**config.mk**
```make
export PLATFORM = sky130hd
export DESIGN_NAME = led_pattern_gen_flat
export DESIGN_NICKNAME = d
export VERILOG_FILES = /design/src/rtl/led_pattern_gen_if.sv /design/src/rtl/led_pattern_gen.sv /design/src/flat_wrapper.sv
export SDC_FILE = /design/constraint.sdc
export NUM_CORES = 1
export LEC_CHECK = 0
export BUFFER_PORTS_ARGS = -buffer_cell sky130_fd_sc_hd__buf_2
export CAP_MARGIN = 10
export CORE_ASPECT_RATIO = 0.6
export CORE_MARGIN = 2
export CORE_UTILIZATION = 50
export CTS_BUF_LIST = sky130_fd_sc_hd__clkbuf_8
export DETAILED_ROUTE_END_ITERATION = 6
export MAX_ROUTING_LAYER = met4
export PLACE_DENSITY_LB_ADDON = 0.25
export SKIP_CTS_REPAIR_TIMING = 1
export SLEW_MARGIN = 20
export SYNTH_ARGS = -nofsm -noshare
export SYNTH_HDL_FRONTEND = slang
export SYNTH_SLANG_ARGS = --single-unit
```
**constraint.sdc**
```tcl
create_clock -name clk -period 5.2 [get_ports clk]
set_input_delay 0.52 -clock clk [delete_from_list [all_inputs] [get_ports clk]]
set_output_delay 0.52 -clock clk [all_outputs]
set_load 0.02 [all_outputs]
```
**src/rtl/led_pattern_gen_if.sv**
```systemverilog
// Run-time control and display outputs of the LED pattern generator.
// The controller (board logic or a bench) drives mode/speed/pause and observes leds/step.
interface led_pattern_gen_if #(
   parameter int unsigned NUM_LEDS = 8
);
   logic [2:0]          mode;
   logic [1:0]          speed;
   logic                pause;
   logic [NUM_LEDS-1:0] leds;
   logic                step;

   modport master (
      output mode, speed, pause,
      input  leds, step
   );

   modport slave (
      input  mode, speed, pause,
      output leds, step
   );
endinterface

```
**src/rtl/led_pattern_gen.sv**
```systemverilog
// Multi-mode LED pattern generator: a prescaler sets the step rate, and a mode-dependent
// update advances the pattern. A change of mode restarts the pattern from its initial value.
//
// mode | meaning
// -----+------------------------------------------------------------
//  0   | chase-left: single lit LED rotating towards the MSB
//  1   | chase-right: single lit LED rotating towards bit 0
//  2   | bounce: single lit LED walking end to end (dir = UP/DOWN)
//  3   | binary count
//  4   | blink: all on / all off
//  5   | fill bar: fills from bit 0, then clears
//  6,7 | reserved, identical to chase-left
module led_pattern_gen #(
   parameter int unsigned CLK_FREQ = 25_000_000,
   parameter int unsigned NUM_LEDS = 8,
   parameter int unsigned STEP_HZ  = 2
) (
   input  logic            clk,
   input  logic            rst_n,
   led_pattern_gen_if.slave bus
);
   localparam int unsigned STEP_TICKS = CLK_FREQ / STEP_HZ;

   typedef enum logic [2:0] {
      M_CHASE_L = 3'd0,
      M_CHASE_R = 3'd1,
      M_BOUNCE  = 3'd2,
      M_BINARY  = 3'd3,
      M_BLINK   = 3'd4,
      M_FILL    = 3'd5,
      M_RSVD6   = 3'd6,
      M_RSVD7   = 3'd7
   } mode_t;

   typedef enum logic {
      DIR_UP   = 1'b0,
      DIR_DOWN = 1'b1
   } dir_t;

   localparam logic [NUM_LEDS-1:0] LEDS_ONE  = NUM_LEDS'(1);
   localparam logic [NUM_LEDS-1:0] LEDS_MSB  = {1'b1, {(NUM_LEDS-1){1'b0}}};
   localparam logic [NUM_LEDS-1:0] LEDS_ONES = '1;

   logic [NUM_LEDS-1:0] leds_q, leds_d;
   logic [31:0]         cnt_q, cnt_d;
   mode_t               mode_q, mode_d;
   dir_t                dir_q, dir_d;
   logic                step_q, step_d;

   mode_t               mode_in;
   logic [31:0]         period_m1;

   assign mode_in   = mode_t'(bus.mode);
   // Rate is re-evaluated every cycle so a speed change lands without clearing the prescaler.
   assign period_m1 = 32'(STEP_TICKS >> bus.speed) - 32'd1;

   function automatic logic [NUM_LEDS-1:0] init_pattern(input mode_t m);
      logic [NUM_LEDS-1:0] p;
      case (m)
         M_CHASE_R: p = LEDS_MSB;
         M_BINARY:  p = '0;
         M_BLINK:   p = LEDS_ONES;
         M_FILL:    p = '0;
         default:   p = LEDS_ONE;
      endcase
      return p;
   endfunction

   always_ff @(posedge clk or negedge rst_n) begin
      if (!rst_n) begin
         leds_q <= LEDS_ONE;
         cnt_q  <= '0;
         mode_q <= M_CHASE_L;
         dir_q  <= DIR_UP;
         step_q <= 1'b0;
      end else begin
         leds_q <= leds_d;
         cnt_q  <= cnt_d;
         mode_q <= mode_d;
         dir_q  <= dir_d;
         step_q <= step_d;
      end
   end

   always_comb begin
      leds_d = leds_q;
      cnt_d  = cnt_q;
      mode_d = mode_q;
      dir_d  = dir_q;
      step_d = 1'b0;

      if (mode_in != mode_q) begin
         mode_d = mode_in;
         cnt_d  = '0;
         dir_d  = DIR_UP;
         leds_d = init_pattern(mode_in);
      end else if (!bus.pause) begin
         if (cnt_q >= period_m1) begin
            cnt_d  = '0;
            step_d = 1'b1;
            case (mode_q)
               M_CHASE_R: leds_d = {leds_q[0], leds_q[NUM_LEDS-1:1]};
               M_BOUNCE: begin
                  if (dir_q == DIR_UP) begin
                     leds_d = leds_q << 1;
                     if (leds_d == LEDS_MSB) dir_d = DIR_DOWN;
                  end else begin
                     leds_d = leds_q >> 1;
                     if (leds_d == LEDS_ONE) dir_d = DIR_UP;
                  end
               end
               M_BINARY:  leds_d = leds_q + LEDS_ONE;
               M_BLINK:   leds_d = ~leds_q;
               M_FILL:    leds_d = (leds_q == LEDS_ONES) ? '0 : ((leds_q << 1) | LEDS_ONE);
               default:   leds_d = {leds_q[NUM_LEDS-2:0], leds_q[NUM_LEDS-1]};
            endcase
         end else begin
            cnt_d = cnt_q + 32'd1;
         end
      end
   end

   assign bus.leds = leds_q;
   assign bus.step = step_q;
endmodule

```
**src/flat_wrapper.sv**
```systemverilog
// flat-port wrapper written by rule: the top's interface ports become plain ports
module led_pattern_gen_flat 
#(
   parameter int unsigned CLK_FREQ = 25_000_000,
   parameter int unsigned NUM_LEDS = 8,
   parameter int unsigned STEP_HZ  = 2
)
  (clk, rst_n, bus_mode, bus_speed, bus_pause, bus_leds, bus_step);
  led_pattern_gen_if #(.NUM_LEDS(NUM_LEDS)) bus_i ();
  input  logic clk;
  input  logic rst_n;
  input wire logic [$bits(bus_i.mode)-1:0] bus_mode;
  input wire logic [$bits(bus_i.speed)-1:0] bus_speed;
  input wire logic [$bits(bus_i.pause)-1:0] bus_pause;
  output wire logic [$bits(bus_i.leds)-1:0] bus_leds;
  output wire logic [$bits(bus_i.step)-1:0] bus_step;
  assign bus_i.mode = bus_mode;
  assign bus_i.speed = bus_speed;
  assign bus_i.pause = bus_pause;
  assign bus_leds = bus_i.leds;
  assign bus_step = bus_i.step;
  led_pattern_gen #(.CLK_FREQ(CLK_FREQ), .NUM_LEDS(NUM_LEDS), .STEP_HZ(STEP_HZ)) u_core (.clk(clk), .rst_n(rst_n), .bus(bus_i));
endmodule
```
-- Yosys cells after proc, flatten, opt, wreduce, memory -nomap -nowiden
Cells that the tools add are included.
- $add $sub $neg: 3
- $lt $le $gt $ge: 1
- eq/ne operators: 14
- shift operators: 1
- multiplexer cells: 20
- bitwise operators: 1
- reductions and logical operators: 5
- operators with widths (cell ; count):
    32-bit 2-to-1 mux ; 3
    8-bit 2-to-1 mux ; 5
    8-bit case mux with 5 select lines ; 1
    32-bit by 1-bit adder with 32-bit output (second input constant) ; 1
    32-bit greater-or-equal comparator ; 1
    24-bit by 2-bit right shift with 32-bit output (first input constant) ; 1
    32-bit by 1-bit subtractor with 32-bit output (second input constant) ; 1
    8-bit case mux with 3 select lines ; 1
    3-bit equality test (second input constant) ; 4
    1-bit 2-to-1 mux ; 10
    3-bit by 2-bit equality test with 1-bit output (second input constant) ; 3
    8-bit by 1-bit adder with 8-bit output (second input constant) ; 1
    8-bit equality test (second input constant) ; 1
    8-bit NOT ; 1
    7-bit by 1-bit equality test with 1-bit output (second input constant) ; 1
    7-bit equality test (second input constant) ; 1
    3-bit by 1-bit equality test with 1-bit output (second input constant) ; 2
    2-bit nonzero test ; 2
    3-bit inequality test ; 1
    3-bit AND reduction ; 1
    2-bit by 1-bit inequality test with 1-bit output (second input constant) ; 1
    2-bit AND reduction ; 1
    2-bit OR reduction ; 1
- register bits: 45
- output and inout port bits: 9

-- Logic depth before layout (Yosys ltp)
- depth in word-level cells: 7
- gate-level depth with buffers: 13
- gate-level depth less buffers: 12

-- Worst setup path before layout
Ideal clock, no wire load.
- kind: input to register
- start: input port bus_speed[1]
- end: register u_core.leds_q[7] (netlist: u_core.bus.leds[7])
- library setup time: 0.126 ns
- data arrival time: 2.735 ns
- path slack: 2.339 ns
- stages: 12
- cell sequence: nor2b_2 inv_1 ha_1 ha_1 a21oi_1 a21o_1 a211oi_1 o31a_2 o31ai_4 buf_6 nor3_1 a311o_1
- word-level cells in the longest chain between the ends: 5
- RTL lines (item ; line ; text):
    start, declared ; flat_wrapper.sv:13 ; input wire logic [$bits(bus_i.speed)-1:0] bus_speed;
    24-bit by 2-bit right shift with 32-bit output ; led_pattern_gen.sv:55 ; assign period_m1 = 32'(STEP_TICKS >> bus.speed) - 32'd1;
    32-bit by 1-bit subtractor with 32-bit output ; led_pattern_gen.sv:55 ;
    32-bit greater-or-equal comparator ; led_pattern_gen.sv:98 ; if (cnt_q >= period_m1) begin
    2-bit nonzero test (no line) ; -- ;
    2-bit AND reduction (no line) ; -- ;
    end signal, assigned ; led_pattern_gen.sv:77 ; leds_q <= leds_d;
    end, declared ; led_pattern_gen.sv:44 ; logic [NUM_LEDS-1:0] leds_q, leds_d;
No other way between the ends.
A chain may end at the register's enable or synchronous reset.

-- Worst setup path after layout
- start: input port bus_speed[0]
- end: register u_core.leds_q[2] (netlist: u_core.bus.leds[2])
The elaborated chain is that of the path after synthesis.

==> impl_metrics.env <==
export IMPL_status="finished clean"
export IMPL_drt_wl_total_um=8090
export IMPL_yosysUniqueCellTypes=60
export IMPL_antenna_found_initial=0
export IMPL_final_common_cell="nor2_1"
export IMPL_regArea_mm2=0.00113
export IMPL_firstDrtPassIters=5
export IMPL_cpMaxStageDelayCell="nand2_2"
export IMPL_relSlewSlack_pct=49.3
export IMPL_max_cap_violations=0
export IMPL_multiInputGateArea_mm2=0.00216
export IMPL_clkSlewWorstSetupHoldPaths_ns=0.09
export IMPL_chipHeight_um=68.1
export IMPL_synth_compound_area_share_pct=15.2
export IMPL_clock_skew_ns=0.00919
export IMPL_clockBufferDepth=2
export IMPL_final_period_utilization_pct=69.3
export IMPL_tightest_slew_ns=0.759
export IMPL_setup_tns_ns=0
export IMPL_synth_xor_area_share_pct=10.4
export IMPL_synth_simple_gate_area_share_pct=24.9
export IMPL_syn2layout_area_growth_pct=5.81
export IMPL_yosysWarnings=0
export IMPL_die_area_mm2=0.00755
export IMPL_cp_common_cell="ha_1"
export IMPL_power_density_mw_per_mm2=202
export IMPL_top_layer="met4"
export IMPL_ios=17
export IMPL_grt_pass1_vias=2717
export IMPL_synth_fa_ha_area_share_pct=10.9
export IMPL_worstSetupPathType="primary input to flop"
export IMPL_start_util_pct=51.5
export IMPL_min_period_ns=3.60
export IMPL_drc=0
export IMPL_numCtsBuffers=5
export IMPL_syn_area_mm2=0.00343
export IMPL_async_flop_share_pct=100
export IMPL_avgSynthCellArea_um2=8.56
export IMPL_clk_latency_ns=0.31
export IMPL_viasPerCell=5.88
export IMPL_path_cells="buf_2 -> nor2b_2 -> inv_1 -> ha_1 -> ha_1 -> a21oi_1 -> a21o_1 -> a211oi_1 -> o31a_2 -> o31ai_4 -> nand2_2 -> o221a_2"
export IMPL_end_kind="flop"
export IMPL_track_usage_pct=23.3
export IMPL_n_antenna_cell=0
export IMPL_nNetsFinal=444
export IMPL_yosys_area_top_type="dfrtp_1"
export IMPL_die_w_um=111
export IMPL_final_cells=495
export IMPL_ant_nets=0
export IMPL_worstReg2RegStart="u_core.cnt_q[9]"
export IMPL_routed_wl_met3_um=554
export IMPL_routed_via_count=2911
export IMPL_synthFlopType="dfrtp_1"
export IMPL_synth_seq_cells=45
export IMPL_grt_pass1_wl_um=13400
export IMPL_rsz0062_at_grt="false"
export IMPL_grt_max_degree=46
export IMPL_p_leak_uw=0.00157
export IMPL_cts_tree="yes"
export IMPL_syn_inst=400
export IMPL_drt_iter0_drc=241
export IMPL_routedWlPerCell_um=16.3
export IMPL_synth_edf_count=0
export IMPL_cpPeakStageDelay_ns=0.55
export IMPL_cts_sinks=45
export IMPL_port_buffers=16
export IMPL_max_freq_mhz=277
export IMPL_synth_top_family_by_area="simple AND/OR/NAND/NOR gates"
export IMPL_num_rows=23
export IMPL_m1WireLength_um=4320
export IMPL_nFillCells=617
export IMPL_wl_met2_um=3150
export IMPL_synth_top_area_share_pct=32.1
export IMPL_coreArea_mm2=0.00665
export IMPL_final_hold_viol_count=0
export IMPL_grt_overflow=0
export IMPL_dpl_hpwl_um=5970
export IMPL_vdd_drop_max_uv=145
export IMPL_dpl_cell_count=487
export IMPL_start_kind="primary input"
export IMPL_drive_above_1_share_pct=10.3
export IMPL_cp_max_fo=35
export IMPL_slew_viol_final=0
export IMPL_synth_area_leaders="dfrtp_1 32%, ha_1 11%, nor2_1 5.7%"
export IMPL_gp_congestion=0.906
export IMPL_cts_root_buffer="clkbuf_8"
export IMPL_htree_levels=2
export IMPL_cp_data_required_time_ns=5.40
export IMPL_setup_viol=0
export IMPL_mostFrequentLayoutCells="52 x nor2_1, 44 x nand2_1, 44 x dfrtp_1, 29 x ha_1, 23 x a21oi_1"
export IMPL_synth_mux_area_share_pct=0.621
export IMPL_crit_start="bus_speed[0]"
export IMPL_hold_path_class="primary input to async pin"
export IMPL_ys_seq_area_share_pct=32.9
export IMPL_cp_arrival_ns=3.80
## power by group
group	internal, uW	leakage, uW	switching [uW]
Sequential	358	0.000612	27.0
Combinational	46.5	0.000917	75.8
Clock	93.8	0.0000455	130
Total	499	0.00157	233
## final cells by class
cell class | instances | area share, %
clock buffers | 5 | 1.90
clock inverters | 3 | 0.552
inverters | 16 | 1.66
multi-input cells | 323 | 59.5
flip-flops and latches | 45 | 31.1
well taps | 87 | 3.00
repair buffers | 16 | 2.28
## worst max-delay path, delay by kind of cell
kind                     cells  cell delay (ns)
AO/OA/AOI/OAI                6             1.61
adder cells (fa/ha/maj)      2             0.61
buffers and inverters        2             0.24
AND/OR/NAND/NOR              2             0.81
## metal layers
metal	vias to the layer above	global-route usage [%]
met5	-	-
met4	0	4.53
met1	1393	34.0
li1	1418	-
met3	6	5.58
met2	94	32.7
## cells in the mapped netlist, drive strengths merged (3+ instances only)
cell type  instances
xnor2             18
o221a              4
nand3             22
clkbuf            15
buf                8
a211oi             3
nor2b              6
and3               7
nand2             45
inv               16
a31oi              3
and4               7
nand4             12
nor4               3
nor2              52
dfrtp             44
o21ai              9
o22ai              3
nor3               5
a221o              3
nand2b             3
ha                29
xor2              22
a21oi             23
## registers in the layout, indices dropped and copies added, names as in the netlist
| name | count |
|---|---|
| u_core.bus.step | 1 |
| u_core.dir_q | 1 |
| u_core.bus.leds | 8 |
| u_core.mode_q | 3 |
| u_core.cnt_q | 32 |
## kinds of logic (layout without fill, tap and decap cells)
kind of cell | after synthesis | after routing
flops | 45 | 45
fa+ha+maj | 30 | 30
simple gates | 171 | 171
mux | 2 | 2
buf+inv | 39 | 40
other cells | 2 | 9
compound gates | 71 | 71
xor+xnor | 40 | 40
## stage by stage
stage	total power (uW)	hold WS (ns)	instance area, um2	util (%)	setup WS (ns)
2_1_floorplan	474	0.224	3450	-	2.34
3_3_place_gp	509	0.532	3530	53.2	1.41
3_5_place_dp	512	0.545	3530	53.2	1.29
4_1_cts	737	0.388	3620	54.5	1.62
5_1_grt	768	0.233	3620	54.5	1.35
6_report	732	0.183	3620	54.5	1.60
## worst paths after layout
check / end / depth (start not counted) / slack (ns)
worst max-delay path: u_core.bus.leds[2] / 12 / 1.60
worst min-delay path: u_core.cnt_q[7] / 1 / 0.18
worst max register to register: u_core.bus.leds[2] / 8 / 1.76
worst min register to register: u_core.cnt_q[1] / 2 / 0.56
max in group asynchronous: u_core.cnt_q[30] / 1 / 4.60
min in group clk: u_core.mode_q[1] / 1 / 0.40
Power figures use the tool's default switching activity.
